==> src/rtl/regfile_wb_buffer_pkg.sv <==
// Shared definitions for the register-file write-back buffer.
// Holds the register-file geometry and the queued write-back entry type.
package regfile_wb_buffer_pkg;
  localparam int WB_AW    = 5;   // register address width
  localparam int WB_DW    = 32;  // register data width
  localparam int WB_NREGS = 32;  // registers in the file

  typedef struct packed {
    logic [WB_AW-1:0] addr;
    logic [WB_DW-1:0] data;
  } wb_entry_t;
endpackage

==> src/rtl/regfile_wb_buffer_fwd.sv <==
// wb_fwd_match: newest-match forwarding search for one read port.
// Entries arrive age-ordered, index 0 is the oldest (the FIFO head).
// Ports:
//   i_vld   per-entry valid, age-ordered
//   i_addr  per-entry destination register
//   i_data  per-entry result value
//   i_raddr read address being looked up
//   i_rfq   raw register-file read data, used when nothing matches
//   o_q     forwarded read data
module wb_fwd_match #(
  parameter int DEPTH = 4,
  parameter int AW    = 5,
  parameter int DW    = 32
) (
  input  logic [DEPTH-1:0]         i_vld,
  input  logic [DEPTH-1:0][AW-1:0] i_addr,
  input  logic [DEPTH-1:0][DW-1:0] i_data,
  input  logic [AW-1:0]            i_raddr,
  input  logic [DW-1:0]            i_rfq,
  output logic [DW-1:0]            o_q
);
  // Scan oldest to newest so the last hit (the newest write) wins.
  always_comb begin
    o_q = i_rfq;
    for (int k = 0; k < DEPTH; k++)
      if (i_vld[k] && (i_addr[k] == i_raddr)) o_q = i_data[k];
  end
endmodule

==> src/rtl/regfile_wb_buffer.sv <==
// regfile_wb_buffer: write-back queue in front of the 32x32 register file.
// Accepts execute results over valid/ready, retires at most one per cycle
// onto the register-file write port, and forwards pending results to both
// read ports.
// Ports:
//   clk, reset            clock, synchronous active-high reset
//   in_valid/in_ready     execute handshake, in_addr/in_data payload
//   wb_hold               suppress retire this cycle
//   rf_we/rf_waddr/rf_wdata register-file write port
//   raddr1/raddr2         read addresses, rf_q1/rf_q2 raw read data
//   q1/q2                 forwarded read data
//   count/empty/full      occupancy status
// Entries use the package widths; AW/DW are expected at their defaults.
module regfile_wb_buffer
  import regfile_wb_buffer_pkg::*;
#(
  parameter int DEPTH = 4,
  parameter int AW    = WB_AW,
  parameter int DW    = WB_DW,
  localparam int PW   = $clog2(DEPTH),
  localparam int CW   = PW + 1
) (
  input  logic          clk,
  input  logic          reset,
  input  logic          in_valid,
  output logic          in_ready,
  input  logic [AW-1:0] in_addr,
  input  logic [DW-1:0] in_data,
  input  logic          wb_hold,
  output logic          rf_we,
  output logic [AW-1:0] rf_waddr,
  output logic [DW-1:0] rf_wdata,
  input  logic [AW-1:0] raddr1,
  input  logic [AW-1:0] raddr2,
  input  logic [DW-1:0] rf_q1,
  input  logic [DW-1:0] rf_q2,
  output logic [DW-1:0] q1,
  output logic [DW-1:0] q2,
  output logic [CW-1:0] count,
  output logic          empty,
  output logic          full
);
  wb_entry_t       r_mem [DEPTH];
  logic [PW-1:0]   r_head, r_tail;
  logic [CW-1:0]   r_count;

  logic            w_push, w_pop, w_empty, w_full;

  assign w_empty  = (r_count == '0);
  assign w_full   = (r_count == CW'(DEPTH));
  assign in_ready = !w_full && !reset;
  assign w_push   = in_valid && in_ready;
  assign w_pop    = !w_empty && !wb_hold && !reset;

  assign rf_we    = w_pop;
  assign rf_waddr = w_empty ? '0 : r_mem[r_head].addr;
  assign rf_wdata = w_empty ? '0 : r_mem[r_head].data;
  assign count    = r_count;
  assign empty    = w_empty;
  assign full     = w_full;

  always_ff @(posedge clk) begin
    if (reset) begin
      r_head  <= '0;
      r_tail  <= '0;
      r_count <= '0;
    end else begin
      if (w_push) r_tail <= r_tail + 1'b1;
      if (w_pop)  r_head <= r_head + 1'b1;
      case ({w_push, w_pop})
        2'b10:   r_count <= r_count + 1'b1;
        2'b01:   r_count <= r_count - 1'b1;
        default: r_count <= r_count;
      endcase
    end
  end

  // Storage carries no reset; occupancy alone says what is live.
  always_ff @(posedge clk) begin
    if (w_push) r_mem[r_tail] <= '{addr: in_addr, data: in_data};
  end

  // Re-order entries by age from head so priority survives pointer wrap.
  logic [DEPTH-1:0]         w_age_vld;
  logic [DEPTH-1:0][AW-1:0] w_age_addr;
  logic [DEPTH-1:0][DW-1:0] w_age_data;

  for (genvar k = 0; k < DEPTH; k++) begin : g_age
    logic [PW-1:0] w_slot;
    assign w_slot        = r_head + PW'(k);
    assign w_age_vld[k]  = (CW'(k) < r_count);
    assign w_age_addr[k] = r_mem[w_slot].addr;
    assign w_age_data[k] = r_mem[w_slot].data;
  end

  wb_fwd_match #(.DEPTH(DEPTH), .AW(AW), .DW(DW)) u_fwd1 (
    .i_vld(w_age_vld), .i_addr(w_age_addr), .i_data(w_age_data),
    .i_raddr(raddr1), .i_rfq(rf_q1), .o_q(q1)
  );

  wb_fwd_match #(.DEPTH(DEPTH), .AW(AW), .DW(DW)) u_fwd2 (
    .i_vld(w_age_vld), .i_addr(w_age_addr), .i_data(w_age_data),
    .i_raddr(raddr2), .i_rfq(rf_q2), .o_q(q2)
  );
endmodule
==> config.mk <==
export PLATFORM = sky130hd
export DESIGN_NAME = regfile_wb_buffer
export DESIGN_NICKNAME = d
export VERILOG_FILES = /design/src/rtl/regfile_wb_buffer_pkg.sv /design/src/rtl/regfile_wb_buffer_fwd.sv /design/src/rtl/regfile_wb_buffer.sv
export SDC_FILE = /design/constraint.sdc
export NUM_CORES = 1
export LEC_CHECK = 0
export ABC_AREA = 1
export CORE_MARGIN = 10
export CORE_UTILIZATION = 45
export DETAILED_ROUTE_END_ITERATION = 16
export PLACE_DENSITY = 0.7
export SETUP_SLACK_MARGIN = 0.1
export SLEW_MARGIN = 20
export SYNTH_ARGS = -nofsm -noshare
export SYNTH_HDL_FRONTEND = slang
export SYNTH_SLANG_ARGS = --single-unit
==> constraint.sdc <==
create_clock -name clk -period 4.5 [get_ports clk]
set_input_delay 0.9 -clock clk [delete_from_list [all_inputs] [get_ports clk]]
set_output_delay 0.9 -clock clk [all_outputs]
set_load 0.01 [all_outputs]
==> key figures, run 1 <==
Status
  • Outcome: finished clean

Layout
  • Commonest non-fill, non-tap cell in the layout: nand2_1
  • Final instance area: 0.0164 sq mm
  • Area Overhead vs Synth: 26.9%
  • Final Instance Count excl. Fillers: 2626
  • Most frequent cells in the layout: 702 x nand2_1, 363 x nor2_1, 222 x clkdlybuf4s50_1, 185 x inv_1, 168 x o21ai_0
  • Ant. Diodes: 0
  • Finished Core Util: 58.4%
  • Share of cells above drive strength 1: 5.78%
  • Nets: 2359

Setup path
  • Critical path capture point type: primary output
  • RR Endpoint: count[2]$_SDFFE_PP0P_
  • R2R Setup Slk: 1830 ps
  • Worst endpoint data arrival time: 3540 ps
  • Worst EP required: 3600 ps
  • Reg2Reg Depth: 13
  • Critical path startpoint category: primary input
  • CP Class: in -> out
  • RR Startpoint: count[1]$_SDFFE_PP0P_
  • Crit-path max FO: 32

Logic synthesis
  • Synth Area in Compound Gates: 13.4%
  • Post-Syn Area: 0.0129 sq mm
  • Xor/xnor share of the synthesized area: 0.543%
  • Adder and majority gate portion of the synthesized area: 0.873%
  • Syn. warnings: 0
  • #FFs+latches synth: 157
  • Post-Synthesis Cells: 2065
  • Top-area cell type share of the netlist area: 34.4%
  • Area leader, netlist: edfxtp_1
  • Unique masters post-synth: 31
  • Sequential share of the synthesized area: 35.8%
  • Synth Area per Inst: 6.25 sq um
  • Main combinational cell family by area after synthesis: simple AND/OR/NAND/NOR gates
  • Multiplexer share of the synthesized area: 0.466%
  • Synth top area cells: edfxtp_1 34%, nand2_1 20%, nor2_1 11%
  • Post-Syn Nets: 2189
  • Simple-gate portion of the synthesized area: 39.0%

STA
  • Tmin final: 4440 ps
  • RSZ-0062 raised after global routing: true
  • Max_slew headroom: 44.9%
  • Final worst-path cycle share: 98.6%
  • Least-Margin Pin Slew: 827 ps
  • Max Freq: 225 MHz
  • Final Hold Vio Count: 0
  • Clock Skew: 21.8 ps
  • Final setup viols: 0
  • Final Max Tran Viols: 0
  • Setup slack after layout: 63.3 ps

Clock tree
  • H-tree levels: 4
  • Clock buffer count from CTS: 17
  • CTS max path bufs: 2
  • Clk sink count: 157
  • CTS tree: done
  • Reg clk slew, reported paths: 80 ps
  • Clk root buf: clkbuf_16
  • # hold bufs at CTS: 0
  • Clock Latency Late Sink: 450 ps

Global route
  • Vias in the first global route: 13400
  • Initial antenna violation count: 0
  • Largest net degree at the start of global routing: 75
  • Grt ovf: 0
  • Total global-route track usage: 31.6%
  • Global-route wire length before repair: 86600 um

Die
  • Ports: 223
  • Rows: 61
  • Die area: 0.0358 sq mm
  • Core area: 0.0280 sq mm
  • Die width: 189 um
  • Initial Util: 46.1%
  • Height of the die: 189 um

Detailed routing
  • Via count: 15300
  • Total detailed-routing wirelength: 59100 um
  • Vias per cell: 5.82
  • Post-DRT Antenna Nets: 0
  • Remaining routing DRC violations: 0
  • Drt pass-1 iters: 6
  • Routed WL per cell: 22.5 um
  • DR iter-0 viols: 2591

Min path
  • Hold Crit Class: reg -> reg
  • HP Start: r_tail[1]$_SDFFE_PP0P_
  • Endpoint, Worst Hold: r_tail[1]$_SDFFE_PP0P_
  • Hold path depth: 2

Power
  • P per Cell Area: 375 mW/mm^2
  • Worst VDD drop: 0.216 mV
  • Leakage: 7.40 nW

Placed design
  • Dpl cells: 2593
  • GPL Wtd Cong: 1.05
  • Post-place setup slack: -20.5 ps
  • Port bufs: 222
  • DPL Wire Length: 43900 um
  • Placement-stage cell area: 0.0157 sq mm

Job
  • Max-cap violations: 0
[report_power, final]
part / internal (mW) / switching [mW] / total (mW)
clock: 0.747 / 0.721 / 1.47
sequential: 1.65 / 0.0471 / 1.70
combinational: 0.948 / 2.02 / 2.97
total: 3.34 / 2.79 / 6.13
[what timing repair did]
action                                 CTS  global route
setup endpoints to repair               39            63
setup buffers                            0             1
pin swaps                                0             0
resized for setup                        7            21
endpoints found under the hold margin    0             0
[Yosys cell counts (all sizes together)]
library cell,number
o21ai,175
nand2,705
clkbuf,73
a221oi,13
a32oi,10
nand3b,1
a21boi,1
nand4,34
mux2i,6
nand3,143
and3,1
a21oi,60
a22oi,31
clkinv,1
buf,55
o211ai,14
ha,9
xor2,8
dfxtp,9
edfxtp,148
inv,193
nor2,375
[layout make-up]
| type | count | area [sq um] |
|---|---|---|
| tap | 378 | 473 |
| clock buffer | 17 | 425 |
| clock inverter | 15 | 170 |
| timing repair buffer | 279 | 2820 |
| multi-input combinational | 1586 | 7120 |
| fill | 2775 | 11600 |
| sequential | 157 | 4630 |
| inverter | 194 | 731 |
[cell families (layout without fill, tap and decap cells)]
logic type	Yosys count	after routing
AO/OA/AOI/OAI	304	304
XOR/XNOR	8	8
adder cells (fa/ha/maj)	9	9
buffers and inverters	322	505
flip-flops	157	157
multiplexers	6	6
AND/OR/NAND/NOR	1259	1259
[worst max-delay path by stage]
stage	slack, ps	to	startpoint	cells after the start
2_1_floorplan	1150	r_mem[0][0]$_DFFE_PP_	reset	3
3_3_place_gp	-50	q2[22]	raddr2[1]	11
3_5_place_dp	-20	q2[22]	raddr2[1]	11
4_1_cts	70	q2[22]	r_head[1]$_SDFFE_PP0P_	12
5_1_grt	50	q2[14]	raddr2[3]	13
6_report	60	q2[22]	raddr2[1]	11
[through the flow]
| stage | setup TNS (ps) | hold WS [ps] | total power, mW |
|---|---|---|---|
| detailed placement | -20.5 | 539 | 4.54 |
| global route | 0 | 584 | 6.39 |
| floorplan | 0 | 490 | 3.19 |
| global placement | -100 | 512 | 4.52 |
| finish | 0 | 551 | 6.13 |
| CTS | 0 | 550 | 6.00 |
[worst max-delay path, cell delays in order]
cell             delay (ps)
clkdlybuf4s50_1         630
inv_2                   150
nand3_1                 120
nand2_1                  80
nor2_2                  140
buf_6                   290
nand4_1                 130
nand3_1                 140
nand2_1                  70
a21oi_1                 220
clkdlybuf4s50_1         640
[metal layers]
metal  part of all wire (%)  up-vias  GRT usage [%]
met3                     14       88           7.37
met2                     41     1119           44.7
met4                    1.6        0           5.98
li1                       -     7025              -
met1                     44     7045           47.7
met5                      0        -              0
[flip-flops by register name (all words and copies together) (netlist names), named ones only]
register	cells
r_mem	148
count	3
r_head	2
r_tail	2
No activity file was read; power rests on OpenSTA's default activity.
==> inputs of run 2 (changes only) <==
--- a/config.mk
+++ b/config.mk
@@ -7,9 +7,9 @@
 export LEC_CHECK = 0
 export ABC_AREA = 1
 export CORE_MARGIN = 10
-export CORE_UTILIZATION = 45
+export CORE_UTILIZATION = 49
 export DETAILED_ROUTE_END_ITERATION = 16
-export PLACE_DENSITY = 0.7
+export PLACE_DENSITY = 0.78
 export SETUP_SLACK_MARGIN = 0.1
 export SLEW_MARGIN = 20
 export SYNTH_ARGS = -nofsm -noshare
==> constraint.sdc (replaced) <==
create_clock -name clk -period 3.8 [get_ports clk]
set_input_delay 0.76 -clock clk [delete_from_list [all_inputs] [get_ports clk]]
set_output_delay 0.76 -clock clk [all_outputs]
set_load 0.01 [all_outputs]
==> key figures, run 2 (same netlist as run 1, synthesis figures left out) <==
STA
  • WHS: 544 ps
  • Max Freq: 266 MHz
  • Final setup viols: 0
  • Clock Skew: 16.4 ps
  • Final Max Tran Viols: 0
  • Final Hold Vio Count: 0
  • Final worst-path cycle share: 99.0%
  • Max_slew headroom: 45.3%
  • RSZ-0062 raised after global routing: true
  • Tmin final: 3760 ps
  • Least-Margin Pin Slew: 813 ps

Clock tree
  • CTS tree: done
  • Clock Latency Late Sink: 440 ps
  • Clk root buf: clkbuf_16
  • CTS max path bufs: 2
  • Clk sink count: 157
  • Reg clk slew, reported paths: 90 ps
  • # hold bufs at CTS: 0
  • H-tree levels: 4
  • Clock buffer count from CTS: 17

Layout
  • Ant. Diodes: 0
  • Most frequent cells in the layout: 674 x nand2_1, 356 x nor2_1, 184 x inv_1, 165 x o21ai_0, 157 x clkdlybuf4s50_1
  • Filler instances: 2257
  • Biggest register: r_mem
  • Nets: 2458
  • Share of cells above drive strength 1: 13.8%
  • Area Overhead vs Synth: 34.9%
  • Reg area: 0.00463 sq mm
  • Max reg flops: 148
  • Final Instance Count excl. Fillers: 2682
  • Area of the multi-input gates: 0.00732 sq mm
  • Commonest non-fill, non-tap cell in the layout: nand2_1

Job
  • Max-cap violations: 0

Setup path
  • R2R Setup Slk: 1230 ps
  • CP Class: reg -> out
  • CP delay by family, top: simple AND/OR/NAND/NOR gates
  • Worst EP required: 3040 ps
  • Worst endpoint data arrival time: 3000 ps
  • Buffers and inverters on the worst path: 5
  • Critical path startpoint category: flip-flop
  • Crit-path max cell delay: 460 ps
  • Slowest cell on the critical path: dfxtp_4
  • Crit path top cell by count: nand2_1
  • Worst-path cell chain: inv_6 -> buf_12 -> nand2_1 -> nand2_1 -> nand2_2 -> nand2_1 -> buf_4 -> nand2_1 -> nand2_1 -> nor2_2 -> nand3_4 -> clkbuf_16 -> nand3_1 -> nand2_1 -> a21oi_1 -> dlygate4sd2_1
  • Crit-path max FO: 17
  • Critical path capture point type: primary output

Die
  • Initial Util: 49.6%
  • Ports: 223
  • Die width: 182 um
  • Die area: 0.0332 sq mm
  • Height of the die: 182 um
  • Rows: 59
  • Core area: 0.0260 sq mm

Detailed routing
  • DR iter-0 viols: 2623
  • Total detailed-routing wirelength: 58900 um
  • Routed WL per cell: 22.0 um
  • Vias per cell: 5.88
  • Via count: 15800
  • Remaining routing DRC violations: 0
  • Drt pass-1 iters: 7
  • Post-DRT Antenna Nets: 0

Global route
  • Total global-route track usage: 32.9%
  • Initial antenna violation count: 0
  • Global-route wire length before repair: 84700 um
  • Vias in the first global route: 13600
  • Grt ovf: 0
  • Largest net degree at the start of global routing: 85

Placed design
  • Port bufs: 222
  • Dpl cells: 2622
  • GPL Wtd Cong: 1.03
  • DPL Wire Length: 42300 um

Status
  • Outcome: finished clean

Min path
  • Hold Crit Class: reg -> reg

Power
  • Total power: 7.54 mW
  • P per Cell Area: 433 mW/mm^2
  • Worst VDD drop: 0.298 mV
  • Leakage: 8.10 nW
==> run 2: cell types whose count changed in the layout (fill, tap and decap cells not counted), moves of 10 or more <==
cell	previous run	this run
nand2_2	1	27
buf_4	40	113
clkdlybuf4s50_1	222	157
buf_12	12	29
clkbuf_2	0	46
clkdlybuf4s15_1	0	10
nand2_1	702	674
==> run 2: area by class of cell <==
class | instances | area share, %
clock buffer | 17 | 2.44
multi-input combinational | 1588 | 42.1
timing repair buffer | 376 | 21.2
inverter | 194 | 4.27
tap | 335 | 2.41
sequential | 157 | 26.6
clock inverter | 15 | 0.935
==> run 2: where the power goes <==
part	total (mW)	internal, mW	switching [mW]
clock	1.76	0.887	0.875
sequential	2.00	1.95	0.0468
combinational	3.78	1.29	2.49
==> run 2: metal layers <==
layer / up-vias / GRT usage [%] / part of all wire [%] / wire, um
met4: 0 / 4.98 / 1.8 / 1040
met1: 7159 / 49.0 / 42 / 24600
met2: 1266 / 45.0 / 40 / 23400
met5: - / 0 / 0 / 0
li1: 7220 / - / - / -
met3: 125 / 11.8 / 17 / 9820
==> run 2: what timing repair did <==
item,CTS,global route
pin swaps,3,10
setup endpoints to repair,64,70
resized for setup,100,165
buffers inserted,3,12
cloned,5,8
==> run 2: per-stage QoR <==
stage	TNS (ps)	worst slack, ps	cell area (sq um)	utilization (%)
finish	0	39.7	17400	67.0
detailed placement	-3910	-157	16300	62.7
global route	-39.7	-23.9	17400	67.0
CTS	0	119	17000	65.6
global placement	-5470	-210	16300	62.7
floorplan	0	480	12900	-
==> run 2: worst paths after layout <==
kind	to	cells after the start	from
worst max register to register	r_mem[1][31]$_DFFE_PP_	8	count[0]$_SDFFE_PP0P_
worst min register to register	r_tail[1]$_SDFFE_PP0P_	2	r_tail[1]$_SDFFE_PP0P_
worst min-delay path	r_tail[1]$_SDFFE_PP0P_	2	r_tail[1]$_SDFFE_PP0P_
worst max-delay path	q2[5]	16	r_head[0]$_SDFFE_PP0P_
==> run 2: worst reg2reg max path: cells and delay by family, from the launching register on <==
family	cells	cell delay, ps
simple gates	4	820
buf+inv	3	670
flops	1	420
fa+ha+maj	1	230
